--- src/rtl/gpio_prime_engine.sv ---
`default_nettype none
// +----------------------------------------------------------------------------+
// | Module      : gpio_prime_engine                                            |
// | Description : Bus-mapped k-th prime engine. Request indices k are queued   |
// |               in a request FIFO. A sequential trial-division search finds  |
// |               the k-th prime, and {prime, tag} results are queued in a     |
// |               result FIFO that is read back through the W register.        |
// |               Sticky range/overflow/wrap flags are reported in S.          |
// | Ports       : clk        - system clock, rising edge                       |
// |               n_reset    - asynchronous active-low reset                   |
// |               saddress   - bus address, valid with srd/swr                 |
// |               srd / swr  - single-cycle read / write strobes              |
// |               sdata_in   - write data                                      |
// |               sdata_out  - registered read data (1-cycle latency)          |
// |               irq        - result/flag interrupt (PRIME_IRQ_EN only)       |
// | Options     : `define PRIME_IRQ_EN adds the registered irq output.         |
// | Revision    : 1.0 - initial release                                        |
// +----------------------------------------------------------------------------+
module gpio_prime_engine #(
    parameter logic [15:0] BASE_ADDR = 16'h00EC,
    parameter int          N_WIDTH   = 10,
    parameter int          W_WIDTH   = 13,
    parameter int          MAX_N     = 1000,
    parameter int          REQ_DEPTH = 4,
    parameter int          RES_DEPTH = 4
) (
    input  logic        clk,
    input  logic        n_reset,
    input  logic [15:0] saddress,
    input  logic        srd,
    input  logic        swr,
    input  logic [31:0] sdata_in,
    output logic [31:0] sdata_out
`ifdef PRIME_IRQ_EN
    ,
    output logic        irq
`endif
);

    localparam int c_RQ_AW = $clog2(REQ_DEPTH);
    localparam int c_RS_AW = $clog2(RES_DEPTH);

    localparam logic [15:0] c_ADDR_A   = BASE_ADDR;
    localparam logic [15:0] c_ADDR_CLR = BASE_ADDR + 16'h0008;
    localparam logic [15:0] c_ADDR_W   = BASE_ADDR + 16'h0010;
    localparam logic [15:0] c_ADDR_S   = BASE_ADDR + 16'h0018;

    localparam logic [2:0] c_IDLE  = 3'd0;
    localparam logic [2:0] c_CAND  = 3'd1;
    localparam logic [2:0] c_DIV   = 3'd2;
    localparam logic [2:0] c_PRIME = 3'd3;
    localparam logic [2:0] c_COMP  = 3'd4;
    localparam logic [2:0] c_PUSH  = 3'd5;

    localparam logic [N_WIDTH-1:0] c_MAX_K   = N_WIDTH'(MAX_N);
    localparam logic [N_WIDTH-1:0] c_K_ONE   = N_WIDTH'(1);
    localparam logic [c_RQ_AW:0]   c_RQ_FULL = (c_RQ_AW+1)'(REQ_DEPTH);
    localparam logic [c_RS_AW:0]   c_RS_FULL = (c_RS_AW+1)'(RES_DEPTH);
    localparam logic [W_WIDTH-1:0] c_TWO     = W_WIDTH'(2);
    localparam logic [W_WIDTH-1:0] c_THREE   = W_WIDTH'(3);

    // ---------------- storage ----------------
    logic [N_WIDTH-1:0] r_req_k   [REQ_DEPTH];
    logic [3:0]         r_req_tag [REQ_DEPTH];
    logic [c_RQ_AW-1:0] r_req_wp, r_req_rp;
    logic [c_RQ_AW:0]   r_req_cnt;

    logic [W_WIDTH-1:0] r_res_prime [RES_DEPTH];
    logic [3:0]         r_res_tag   [RES_DEPTH];
    logic [c_RS_AW-1:0] r_res_wp, r_res_rp;
    logic [c_RS_AW:0]   r_res_cnt;

    logic [2:0]         r_state;
    logic [N_WIDTH-1:0] r_k, r_cnt;
    logic [3:0]         r_tag, r_seq;
    logic [W_WIDTH-1:0] r_cand, r_d;
    logic [7:0]         r_total;
    logic               r_err_range, r_ovf, r_err_wrap;
    logic [31:0]        r_sdata;

    // ---------------- bus decode ----------------
    logic w_rd, w_wr_a, w_clr, w_rd_w, w_rd_s;
    logic [N_WIDTH-1:0] w_k;
    logic w_k_ok;
    logic w_unused;

    assign w_rd   = srd & ~swr;   // a simultaneous write wins over the read
    assign w_wr_a = swr && (saddress == c_ADDR_A);
    assign w_clr  = swr && (saddress == c_ADDR_CLR);
    assign w_rd_w = w_rd && (saddress == c_ADDR_W);
    assign w_rd_s = w_rd && (saddress == c_ADDR_S);
    assign w_k    = sdata_in[N_WIDTH-1:0];
    assign w_k_ok = (w_k != '0) && (w_k <= c_MAX_K);
    assign w_unused = &{1'b0, sdata_in[31:N_WIDTH]};

    // ---------------- FIFO control ----------------
    logic w_req_empty, w_req_full, w_req_pop, w_req_push, w_ovf_set, w_rng_set;
    logic w_res_empty, w_res_full, w_res_pop, w_res_push, w_res_push_ok;

    assign w_req_empty = (r_req_cnt == '0);
    assign w_req_full  = (r_req_cnt == c_RQ_FULL);
    assign w_res_empty = (r_res_cnt == '0);
    assign w_res_full  = (r_res_cnt == c_RS_FULL);

    assign w_req_pop  = (r_state == c_IDLE) && !w_req_empty && !w_res_full && !w_clr;
    // A full request FIFO still accepts a push when the engine pops it this cycle
    assign w_req_push = w_wr_a && w_k_ok && (!w_req_full || w_req_pop);
    assign w_ovf_set  = w_wr_a && w_k_ok && w_req_full && !w_req_pop;
    assign w_rng_set  = w_wr_a && !w_k_ok;

    assign w_res_pop     = w_rd_w && !w_res_empty;
    assign w_res_push_ok = w_res_push && !w_clr && (!w_res_full || w_res_pop);

    // ---------------- search datapath ----------------
    logic [2*W_WIDTH-1:0] w_sq;
    logic [W_WIDTH-1:0]   w_rem;
    logic [W_WIDTH:0]     w_next_wide;
    logic [N_WIDTH-1:0]   w_cnt_inc;

    assign w_sq        = {{W_WIDTH{1'b0}}, r_d} * {{W_WIDTH{1'b0}}, r_d};
    assign w_rem       = r_cand % r_d;
    // After 2 the only remaining candidates are odd, so step by 2
    assign w_next_wide = {1'b0, r_cand} + ((r_cand == c_TWO) ? (W_WIDTH+1)'(1) : (W_WIDTH+1)'(2));
    assign w_cnt_inc   = r_cnt + c_K_ONE;

    logic [2:0]         w_state_nxt;
    logic [N_WIDTH-1:0] w_k_nxt, w_cnt_nxt;
    logic [3:0]         w_tag_nxt;
    logic [W_WIDTH-1:0] w_cand_nxt, w_d_nxt, w_res_din;
    logic               w_wrap_set, w_total_inc;

    always_comb begin
        w_state_nxt = r_state;
        w_k_nxt     = r_k;
        w_cnt_nxt   = r_cnt;
        w_tag_nxt   = r_tag;
        w_cand_nxt  = r_cand;
        w_d_nxt     = r_d;
        w_res_push  = 1'b0;
        w_res_din   = r_cand;
        w_wrap_set  = 1'b0;
        w_total_inc = 1'b0;
        case (r_state)
            c_IDLE: begin
                if (w_req_pop) begin
                    w_k_nxt     = r_req_k[r_req_rp];
                    w_tag_nxt   = r_req_tag[r_req_rp];
                    w_cand_nxt  = c_TWO;
                    w_cnt_nxt   = '0;
                    w_state_nxt = c_CAND;
                end
            end
            c_CAND: begin
                if (r_cand == c_TWO) begin
                    w_state_nxt = c_PRIME;
                end else if (!r_cand[0]) begin
                    w_state_nxt = c_COMP;
                end else begin
                    w_d_nxt     = c_THREE;
                    w_state_nxt = c_DIV;
                end
            end
            c_DIV: begin
                if (w_sq > {{W_WIDTH{1'b0}}, r_cand}) begin
                    w_state_nxt = c_PRIME;
                end else if (w_rem == '0) begin
                    w_state_nxt = c_COMP;
                end else begin
                    w_d_nxt = r_d + c_TWO;
                end
            end
            c_PRIME, c_COMP: begin
                if (r_state == c_PRIME) begin
                    w_cnt_nxt = w_cnt_inc;
                end
                if ((r_state == c_PRIME) && (w_cnt_inc == r_k)) begin
                    w_state_nxt = c_PUSH;
                end else if (w_next_wide[W_WIDTH]) begin
                    // Candidate space exhausted: report prime 0 for this tag
                    w_wrap_set  = 1'b1;
                    w_res_push  = 1'b1;
                    w_res_din   = '0;
                    w_state_nxt = c_IDLE;
                end else begin
                    w_cand_nxt  = w_next_wide[W_WIDTH-1:0];
                    w_state_nxt = c_CAND;
                end
            end
            c_PUSH: begin
                w_res_push  = 1'b1;
                w_total_inc = 1'b1;
                w_state_nxt = c_IDLE;
            end
            default: w_state_nxt = c_IDLE;
        endcase
        if (w_clr) begin
            w_state_nxt = c_IDLE;
        end
    end

    // ---------------- state and control registers ----------------
    always_ff @(posedge clk or negedge n_reset) begin
        if (!n_reset) begin
            r_state     <= c_IDLE;
            r_k         <= '0;
            r_cnt       <= '0;
            r_tag       <= '0;
            r_cand      <= '0;
            r_d         <= '0;
            r_seq       <= '0;
            r_total     <= '0;
            r_err_range <= 1'b0;
            r_ovf       <= 1'b0;
            r_err_wrap  <= 1'b0;
        end else begin
            r_state <= w_state_nxt;
            r_k     <= w_k_nxt;
            r_cnt   <= w_cnt_nxt;
            r_tag   <= w_tag_nxt;
            r_cand  <= w_cand_nxt;
            r_d     <= w_d_nxt;
            if (w_req_push) begin
                r_seq <= r_seq + 4'd1;
            end
            if (w_total_inc && !w_clr) begin
                r_total <= r_total + 8'd1;
            end
            // An S read clears the flags, but a same-cycle set takes priority
            if (w_clr) begin
                r_err_range <= 1'b0;
                r_ovf       <= 1'b0;
                r_err_wrap  <= 1'b0;
            end else begin
                r_err_range <= w_rng_set  | (r_err_range & ~w_rd_s);
                r_ovf       <= w_ovf_set  | (r_ovf       & ~w_rd_s);
                r_err_wrap  <= w_wrap_set | (r_err_wrap  & ~w_rd_s);
            end
        end
    end

    // ---------------- FIFO pointers ----------------
    always_ff @(posedge clk or negedge n_reset) begin
        if (!n_reset) begin
            r_req_wp  <= '0;
            r_req_rp  <= '0;
            r_req_cnt <= '0;
            r_res_wp  <= '0;
            r_res_rp  <= '0;
            r_res_cnt <= '0;
        end else if (w_clr) begin
            r_req_wp  <= '0;
            r_req_rp  <= '0;
            r_req_cnt <= '0;
            r_res_wp  <= '0;
            r_res_rp  <= '0;
            r_res_cnt <= '0;
        end else begin
            if (w_req_push) r_req_wp <= r_req_wp + c_RQ_AW'(1);
            if (w_req_pop)  r_req_rp <= r_req_rp + c_RQ_AW'(1);
            case ({w_req_push, w_req_pop})
                2'b10:   r_req_cnt <= r_req_cnt + (c_RQ_AW+1)'(1);
                2'b01:   r_req_cnt <= r_req_cnt - (c_RQ_AW+1)'(1);
                default: r_req_cnt <= r_req_cnt;
            endcase
            if (w_res_push_ok) r_res_wp <= r_res_wp + c_RS_AW'(1);
            if (w_res_pop)     r_res_rp <= r_res_rp + c_RS_AW'(1);
            case ({w_res_push_ok, w_res_pop})
                2'b10:   r_res_cnt <= r_res_cnt + (c_RS_AW+1)'(1);
                2'b01:   r_res_cnt <= r_res_cnt - (c_RS_AW+1)'(1);
                default: r_res_cnt <= r_res_cnt;
            endcase
        end
    end

    // FIFO payload storage needs no reset; occupancy is tracked by the counters
    always_ff @(posedge clk) begin
        if (w_req_push) begin
            r_req_k[r_req_wp]   <= w_k;
            r_req_tag[r_req_wp] <= r_seq;
        end
        if (w_res_push_ok) begin
            r_res_prime[r_res_wp] <= w_res_din;
            r_res_tag[r_res_wp]   <= r_tag;
        end
    end

    // ---------------- read data ----------------
    logic [31:0] w_w_word, w_s_word;

    assign w_w_word = w_res_empty ? 32'h0 : 32'({r_res_prime[r_res_rp], r_res_tag[r_res_rp]});
    assign w_s_word = {8'h00, r_total, 7'h00, r_state, r_err_wrap, r_ovf, r_err_range,
                       w_req_full, !w_res_empty, (r_state != c_IDLE)};

    always_ff @(posedge clk or negedge n_reset) begin
        if (!n_reset) begin
            r_sdata <= '0;
        end else if (w_rd_w) begin
            r_sdata <= w_w_word;
        end else if (w_rd_s) begin
            r_sdata <= w_s_word;
        end
    end

    assign sdata_out = r_sdata;

`ifdef PRIME_IRQ_EN
    logic r_irq;

    always_ff @(posedge clk or negedge n_reset) begin
        if (!n_reset) begin
            r_irq <= 1'b0;
        end else begin
            r_irq <= !w_res_empty || r_err_range || r_ovf || r_err_wrap;
        end
    end

    assign irq = r_irq;
`endif

endmodule
`default_nettype wire

--- config.mk ---
export PLATFORM = sky130hd
export DESIGN_NAME = gpio_prime_engine
export DESIGN_NICKNAME = d
export VERILOG_FILES = /design/src/rtl/gpio_prime_engine.sv
export SDC_FILE = /design/constraint.sdc
export NUM_CORES = 1
export LEC_CHECK = 0
export ABC_AREA = 1
export BUFFER_PORTS_ARGS = -buffer_cell sky130_fd_sc_hd__buf_4
export CAP_MARGIN = 15
export CORE_ASPECT_RATIO = 0.9
export CORE_UTILIZATION = 40
export CTS_CLUSTER_DIAMETER = 50
export CTS_CLUSTER_SIZE = 25
export DETAILED_ROUTE_END_ITERATION = 12
export GPL_ROUTABILITY_DRIVEN = 0
export HOLD_SLACK_MARGIN = 0.06
export PLACE_DENSITY = 0.68
export RECOVER_POWER = 50
export SLEW_MARGIN = 40
export SYNTH_ARGS = -nofsm -noshare
export SYNTH_HDL_FRONTEND = slang
export SYNTH_SLANG_ARGS = --single-unit
--- constraint.sdc ---
create_clock -name clk -period 17.4 [get_ports clk]
set_input_delay 2.61 -clock clk [delete_from_list [all_inputs] [get_ports clk]]
set_output_delay 2.61 -clock clk [all_outputs]
set_load 0.01 [all_outputs]
---- Yosys cells after proc, flatten, opt, wreduce, memory -nomap -nowiden ----
Memory sizes are Yosys's and may differ from the RTL's. A register that Yosys moved wholly into a read port is not among the register bits.
Index checks and enable logic that the tools add are counted.
cells by class
  add/sub/neg operators ................... 13
  $mul .................................... 1
  divide/modulo/power cells ............... 1
  magnitude comparators ................... 2
  eq/ne operators ......................... 27
  muxes and demuxes ....................... 52
  bitwise operators ....................... 9
  reduce and logical (&&, ||, !) cells .... 50
operator list
  kind                                                  number
  2-to-1 mux 13 bit                                     10
  2-to-1 mux 32 bit                                     2
  case mux 13 bit (2 select lines)                      2
  equality test 16 x 8 -> 1 bit, second input constant  3
  2-to-1 mux 3 bit                                      9
  > comparator 26 x 13 -> 1 bit                         1
  multiplier 13 x 13 -> 26 bit                          1
  2-to-1 mux 10 bit                                     2
  case mux 10 bit (2 select lines)                      1
  logical AND 1 bit                                     18
  2-to-1 mux 2 bit                                      9
  2-to-1 mux 17 bit                                     1
  equality test 16 x 9 -> 1 bit, second input constant  1
  inequality test 2 bit, second input constant          8
  adder 13 x 2 -> 14 bit                                1
  nonzero test 2 bit                                    7
  adder 13 x 2 -> 13 bit, second input constant         1
  equality test 13 x 2 -> 1 bit, second input constant  1
  zero test 13 bit                                      1
  remainder unit 13 x 13 -> 13 bit                      1
  equality test 3 bit, second input constant            4
  2-to-1 mux 1 bit                                      12
  case mux 3 bit (2 select lines)                       2
  case mux 3 bit (4 select lines)                       1
  28 further kinds                                      56
storage, ports and cells
  register bits ........................... 100
  memory bits (writable) .................. 124
  output and inout bits ................... 32
  memories kept ........................... 4
memory list
  name         words  width  rd ports  clocked after memory_dff  write ports  RTL line  text
  r_res_prime  4      13     1         0                         1            68        logic [W_WIDTH-1:0] r_res_prime [RES_DEPTH];
  r_req_k      4      10     1         1                         1            63        logic [N_WIDTH-1:0] r_req_k [REQ_DEPTH];
  r_req_tag    4      4      1         1                         1            64        logic [3:0] r_req_tag [REQ_DEPTH];
  r_res_tag    4      4      1         0                         1            69        logic [3:0] r_res_tag [RES_DEPTH];

---- Logic depth before layout (Yosys ltp) ----
  depth in word-level cells ............... 11
  depth in mapped cells ................... 156
  gate-level depth less buffers ........... 153

---- Worst setup path before layout ----
No wires, ideal clock.
  kind .................................... register to register
  start ................................... reg r_d[0]
  end ..................................... reg r_d[7]
  data arrival time ....................... 16.688 ns
  required time ........................... 17.272 ns
  setup slack ............................. 0.584 ns
  stages on the path, launching flop included .. 142
  path buffers ............................ 5
  clock period less this slack ............ 16.816 ns
  cell sequence ........................... dfrtp_1 inv_1 ha_1 nor2_1 nor2_1 nand3_2 nand3_1 and2_1 ha_1 o21ai_0 nand2_1 nand3_2 clkinv_1 nand3b_1 nand2_1 ha_1 a21oi_1 nand2_1 (+106 left out) o211ai_1 nand2_1 nand2_1 a21o_1 a21oi_1 nor2_1 nor2_1 xor2_1 o2111ai_1 nor2_1 nor2_1 nor2_2 nand2_2 nand2_4 nand2_4 buf_6 nand2_2 o21ai_2
between the ends
  word-level cells in the longest chain between the ends .. 4
RTL lines
  what                                                                                      RTL line  text
  start: declaration                                                                        76        logic [W_WIDTH-1:0] r_cand, r_d;
  start signal: assignment                                                                  221       r_d <= w_d_nxt;
  remainder unit 13 x 13 -> 13 bit (tied with other cells)                                  121       assign w_rem = r_cand % r_d;
  zero test 13 bit (tied with other cells)                                                  166       end else if (w_rem == '0) begin
  inequality test 2 bit (no source line) or 2-to-1 mux 13 bit (tied branches)               --
  AND reduction 5 bit (no source line) or case mux 13 bit (2 select lines) (tied branches)  --
Parallel ways exist; a longest one is shown, timed or not. The select of a mux whose other input is x is not followed.
A chain may end at the register's enable or synchronous reset.

---- Final worst setup path ----
  start ................................... reg r_d[10]
  end ..................................... reg r_d[5]
between the ends
  word-level cells in the longest chain between the ends .. 4
RTL lines
  what                                                                              RTL line
  remainder unit 13 x 13 -> 13 bit or multiplier 13 x 13 -> 26 bit (tied branches)  121, 120
  zero test 13 bit or > comparator 26 x 13 -> 1 bit (tied branches)                 166, 164
  inequality test 2 bit (no source line)                                            --
  AND reduction 5 bit (no source line) (*)                                          --
Mark *: on every way between the ends. The rest lies on a longest branch, timed or not.

==> impl_results.html <==
<table>
<tr><th>Metric</th><th>Value</th></tr>
<tr><th colspan="2">Outcome</th></tr>
<tr><td>Run status</td><td>complete, but fails checks</td></tr>
<tr><td>Failing checks</td><td>max-capacitance violations, max-slew violations</td></tr>
<tr><th colspan="2">Logic synthesis</th></tr>
<tr><td>Largest area contributor in the synthesized netlist</td><td>sky130_fd_sc_hd__edfxtp_1</td></tr>
<tr><td>Flip-flop and latch count after synthesis</td><td>between 200 and 250</td></tr>
<tr><td>Count of synthesis-stage warnings from yosys</td><td>0</td></tr>
<tr><td>Main area contributors after synthesis</td><td>sky130_fd_sc_hd__edfxtp_1, sky130_fd_sc_hd__dfrtp_1, sky130_fd_sc_hd__ha_1</td></tr>
<tr><td>Most frequent cells after synthesis</td><td>sky130_fd_sc_hd__nand2_1, sky130_fd_sc_hd__inv_1, sky130_fd_sc_hd__nor2_1</td></tr>
<tr><td>Netlist Area Pre-Place</td><td>roughly 20000 µm²</td></tr>
<tr><td>Dominant register cell in the synthesized netlist</td><td>sky130_fd_sc_hd__edfxtp_1</td></tr>
<tr><td>Synth top area share</td><td>roughly 18%</td></tr>
<tr><td>Number of enable-type register cells in the synthesized netlist</td><td>approximately 120</td></tr>
<tr><td>Synth Instances</td><td>about 2500</td></tr>
<tr><td>Post-synthesis async set-or-reset flop share</td><td>46.1%</td></tr>
<tr><td>Average cell area after synthesis</td><td>between 8 and 9 µm²</td></tr>
<tr><td>Sequential element share of the synthesized area</td><td>between 30% and 40%</td></tr>
<tr><td>Top-count cell post-synth</td><td>sky130_fd_sc_hd__nand2_1</td></tr>
<tr><td>Count of cell types in the netlist</td><td>66</td></tr>
<tr><th colspan="2">Clock tree</th></tr>
<tr><td>Number of hold buffers added after cts</td><td>0</td></tr>
<tr><td>Insertion delay to the later sink of the worst-skew pair</td><td>about 530 ps</td></tr>
<tr><td>Clock tree from TritonCTS</td><td>done</td></tr>
<tr><td>Number of CTS-inserted buffers</td><td>21</td></tr>
<tr><td>Cell chosen for the clock root</td><td>sky130_fd_sc_hd__clkbuf_16</td></tr>
<tr><td>Max H-tree Level</td><td>1</td></tr>
<tr><td>Maximum buffer depth of the clock tree</td><td>3</td></tr>
<tr><td>Clock transition at path regs</td><td>about 80 ps</td></tr>
<tr><td>Total clock sinks</td><td>230</td></tr>
<tr><th colspan="2">Detailed routing</th></tr>
<tr><td>Overall via count from detail_route</td><td>about 18000</td></tr>
<tr><td>Wire length per cell after detailed routing</td><td>15.6 µm</td></tr>
<tr><td>First-iteration detailed-routing DRC count</td><td>~1400</td></tr>
<tr><td>Overall routed net length</td><td>55900 µm</td></tr>
<tr><td>Number of antenna-violating nets in the routed design</td><td>0</td></tr>
<tr><td>Number of remaining DRC errors</td><td>0</td></tr>
<tr><td>Drt via density</td><td>around 5</td></tr>
<tr><td>1st-pass router iterations</td><td>5</td></tr>
<tr><th colspan="2">Finish</th></tr>
<tr><td>Number of antenna repair diodes</td><td>0</td></tr>
<tr><td>Proportion of layout cells with a drive suffix above 1</td><td>roughly 30%</td></tr>
<tr><td># nets final</td><td>3225</td></tr>
<tr><td>Area added between synthesis and finish</td><td>31.3%</td></tr>
<tr><th colspan="2">Worst setup path</th></tr>
<tr><td>Classification of the worst setup path</td><td>reg2reg</td></tr>
<tr><td>Startpoint of the most critical setup path</td><td>r_d[10]$_DFFE_PN0P_</td></tr>
<tr><td>Cell type with the highest occurrence count on the critical path</td><td>sky130_fd_sc_hd__nand2_2</td></tr>
<tr><td>Reg-to-reg critical path startpoint</td><td>r_d[10]$_DFFE_PN0P_</td></tr>
<tr><td>Largest stage delay, worst path</td><td>about 420 ps</td></tr>
<tr><td>Critical path's slowest cell</td><td>sky130_fd_sc_hd__dfrtp_1</td></tr>
<tr><td>Worst setup slack for register-to-register paths</td><td>350 ps</td></tr>
<tr><td>Nature of the critical path endpoint</td><td>flop</td></tr>
<tr><td>CP Launch Type</td><td>flop</td></tr>
<tr><td>Required time reported for the critical path endpoint</td><td>roughly 18000 ps</td></tr>
<tr><td>Data arrival time of the worst path</td><td>roughly 17000 ps</td></tr>
<tr><td>Crit path max fanout</td><td>8</td></tr>
<tr><th colspan="2">Timing</th></tr>
<tr><td>Clock Skews</td><td>roughly 25 ps</td></tr>
<tr><td>Fraction of the cycle the final worst path needs</td><td>a little over nine tenths</td></tr>
<tr><td>Worst hold slack across all endpoints</td><td>a little under 500 ps</td></tr>
<tr><td>Setup violations, final</td><td>0</td></tr>
<tr><td>Slew at the pin with the worst max-slew slack</td><td>roughly 3300 ps</td></tr>
<tr><td>Hold Vio Cnt, Final</td><td>0</td></tr>
<tr><td>Worst Slack Setup Final</td><td>354 ps</td></tr>
<tr><td>Achievable clock frequency</td><td>roughly 0.06 GHz</td></tr>
<tr><td>Total count of max-transition violations in the final report</td><td>109</td></tr>
<tr><td>Remaining max-slew budget at the tightest pin</td><td>-119%</td></tr>
<tr><td>Minimum clock period after layout</td><td>17050 ps</td></tr>
<tr><td>Unrepaired setup endpoints after global routing</td><td>yes</td></tr>
<tr><th colspan="2">Min path</th></tr>
<tr><td>Launch point of the worst hold path</td><td>r_total[7]$_DFFE_PN0P_</td></tr>
<tr><td>Class of the worst hold path</td><td>reg2reg</td></tr>
<tr><th colspan="2">Global routing</th></tr>
<tr><td>Via count of the first global-routing pass</td><td>between 15000 and 20000</td></tr>
<tr><td>Combined global-route utilization of all metal layers</td><td>between 20% and 30%</td></tr>
<tr><td>Pin count of the biggest net entering global routing</td><td>between 60 and 70</td></tr>
<tr><td>First-pass GRT wire length</td><td>87000 µm</td></tr>
<tr><td>Antenna violations before repair</td><td>0</td></tr>
<tr><td>GR Overflow Total</td><td>0</td></tr>
<tr><th colspan="2">Floorplan</th></tr>
<tr><td>Floorplan row count</td><td>between 70 and 80</td></tr>
<tr><td>Count of pins on the block boundary</td><td>84</td></tr>
<tr><td>Die Y-Extent</td><td>~220 µm</td></tr>
<tr><td>Core footprint</td><td>50400 µm²</td></tr>
<tr><td>Full die area</td><td>51900 µm²</td></tr>
<tr><td>Initial standard-cell utilization of the core</td><td>between 40 and 50%</td></tr>
<tr><td>Horizontal die dimension</td><td>about 240 µm</td></tr>
<tr><th colspan="2">Place</th></tr>
<tr><td>HPWL after DPL</td><td>approximately 40000 µm</td></tr>
<tr><td>Buffers on Ports</td><td>53</td></tr>
<tr><td>Place WS</td><td>-625 ps</td></tr>
<tr><th colspan="2">Job</th></tr>
<tr><td>Max cap viols</td><td>2</td></tr>
</table>
==> per-layer routing <==
metal	track usage (%)	up-vias	share of wire [%]
li1	-	8946	-
met1	27.8	8833	44
met2	35.2	457	49
met3	2.10	82	5.2
met4	3.42	0	2.0
met5	0	-	0
==> registers in the layout, summed over array words and instances (netlist names), 13 cells and up <==
signal / cells
r_req_tag: 16
r_res_tag: 16
r_req_k: 40
r_cand: 13
sdata_out: 24
r_res_prime: 52
r_d: 13
==> cell type report <==
type | count | area, µm²
Clock buffer | 21 | 526
Tap cell | 680 | 851
Inverter | 396 | 1520
Sequential cell | 230 | 6380
Fill cell | 4432 | 23600
Multi-Input combinational cell | 1807 | 14000
Timing Repair Buffer | 429 | 3300
Clock inverter | 16 | 214
==> path summary, 6_finish.rpt <==
check | to | cells after the start
max reg2reg | r_d[5]$_DFFE_PN0P_ | 143
max in group asynchronous | sdata_out[11]$_DFFE_PN0P_ | 2
min | r_total[7]$_DFFE_PN0P_ | 1
max | r_d[5]$_DFFE_PN0P_ | 143
min reg2reg | r_total[7]$_DFFE_PN0P_ | 1
min in group asynchronous | r_cnt[8]$_DFFE_PN0P_ | 1
==> through the flow <==
stage	util (%)	instances	setup TNS (ps)	instance area, µm²
floorplan	-	2510	0	20400
global placement	47.3	3498	-2520	23800
detailed placement	47.3	3498	-8670	23800
CTS	49.4	3545	0	24900
global route	53.2	3579	-9890	26800
finish	53.2	3579	0	26800
==> logic make-up (layout without fill, tap and decap cells) <==
| group | count (synthesis) | after routing | synth area share, % |
|---|---|---|---|
| AOI/OAI and AO/OA | 360 | 360 | 10.4 |
| buffers and inverters | 473 | 862 | 9.15 |
| adders and majority gates | 288 | 288 | 21.4 |
| other | 1 | 9 | 0.0184 |
| and+or+nand+nor | 1046 | 1046 | 23.4 |
| xor gates and xnor gates | 104 | 104 | 4.46 |
| DFF | 230 | 230 | 31.2 |
==> critical path, delay by kind of cell (launching register included) <==
kind                     cells  cell delay, ps
flip-flops                   1             420
adder cells (fa/ha/maj)     12            3190
buffers and inverters       21            1900
AND/OR/NAND/NOR             88            8950
AO/OA/AOI/OAI               20            2180
XOR/XNOR                     2             270
==> placed cells by master, fill, tap and decap left out, types with 10 or more instances in the layout <==
cell type,count
sky130_fd_sc_hd__ha_1,129
sky130_fd_sc_hd__ha_4,56
sky130_fd_sc_hd__nand2_4,32
sky130_fd_sc_hd__nor2_4,10
sky130_fd_sc_hd__buf_6,19
sky130_fd_sc_hd__or2_2,15
sky130_fd_sc_hd__dfrtp_1,106
sky130_fd_sc_hd__nor3_1,37
sky130_fd_sc_hd__edfxtp_1,124
sky130_fd_sc_hd__a21oi_1,68
sky130_fd_sc_hd__xor2_1,63
sky130_fd_sc_hd__nand2_2,80
sky130_fd_sc_hd__o21ai_1,12
sky130_fd_sc_hd__nand4_1,24
sky130_fd_sc_hd__nor4_1,10
sky130_fd_sc_hd__o22ai_1,26
sky130_fd_sc_hd__inv_2,33
sky130_fd_sc_hd__nand3_1,93
sky130_fd_sc_hd__inv_1,353
sky130_fd_sc_hd__nor2_1,256
sky130_fd_sc_hd__buf_4,389
sky130_fd_sc_hd__nand2_1,371
sky130_fd_sc_hd__clkbuf_16,22
sky130_fd_sc_hd__o21ai_2,23
sky130_fd_sc_hd__a21oi_2,31
sky130_fd_sc_hd__o21ai_0,114
sky130_fd_sc_hd__nand3_2,49
sky130_fd_sc_hd__a31oi_1,17
sky130_fd_sc_hd__nand3_4,16
sky130_fd_sc_hd__xnor2_1,40
sky130_fd_sc_hd__nor2_2,13
sky130_fd_sc_hd__clkbuf_1,15
sky130_fd_sc_hd__fa_1,102
==> repair_timing <==
| item | 4_1_cts | 5_1_grt |
|---|---|---|
| endpoints found under the setup margin | 15 | 15 |
| buffers inserted | 10 | 31 |
| gates cloned | 0 | 2 |
| pin swaps | 18 | 181 |
| resized for setup | 51 | 348 |
Power is not shown: default switching activity piles up to over one toggle a cycle in this logic, so the estimate is an artifact.
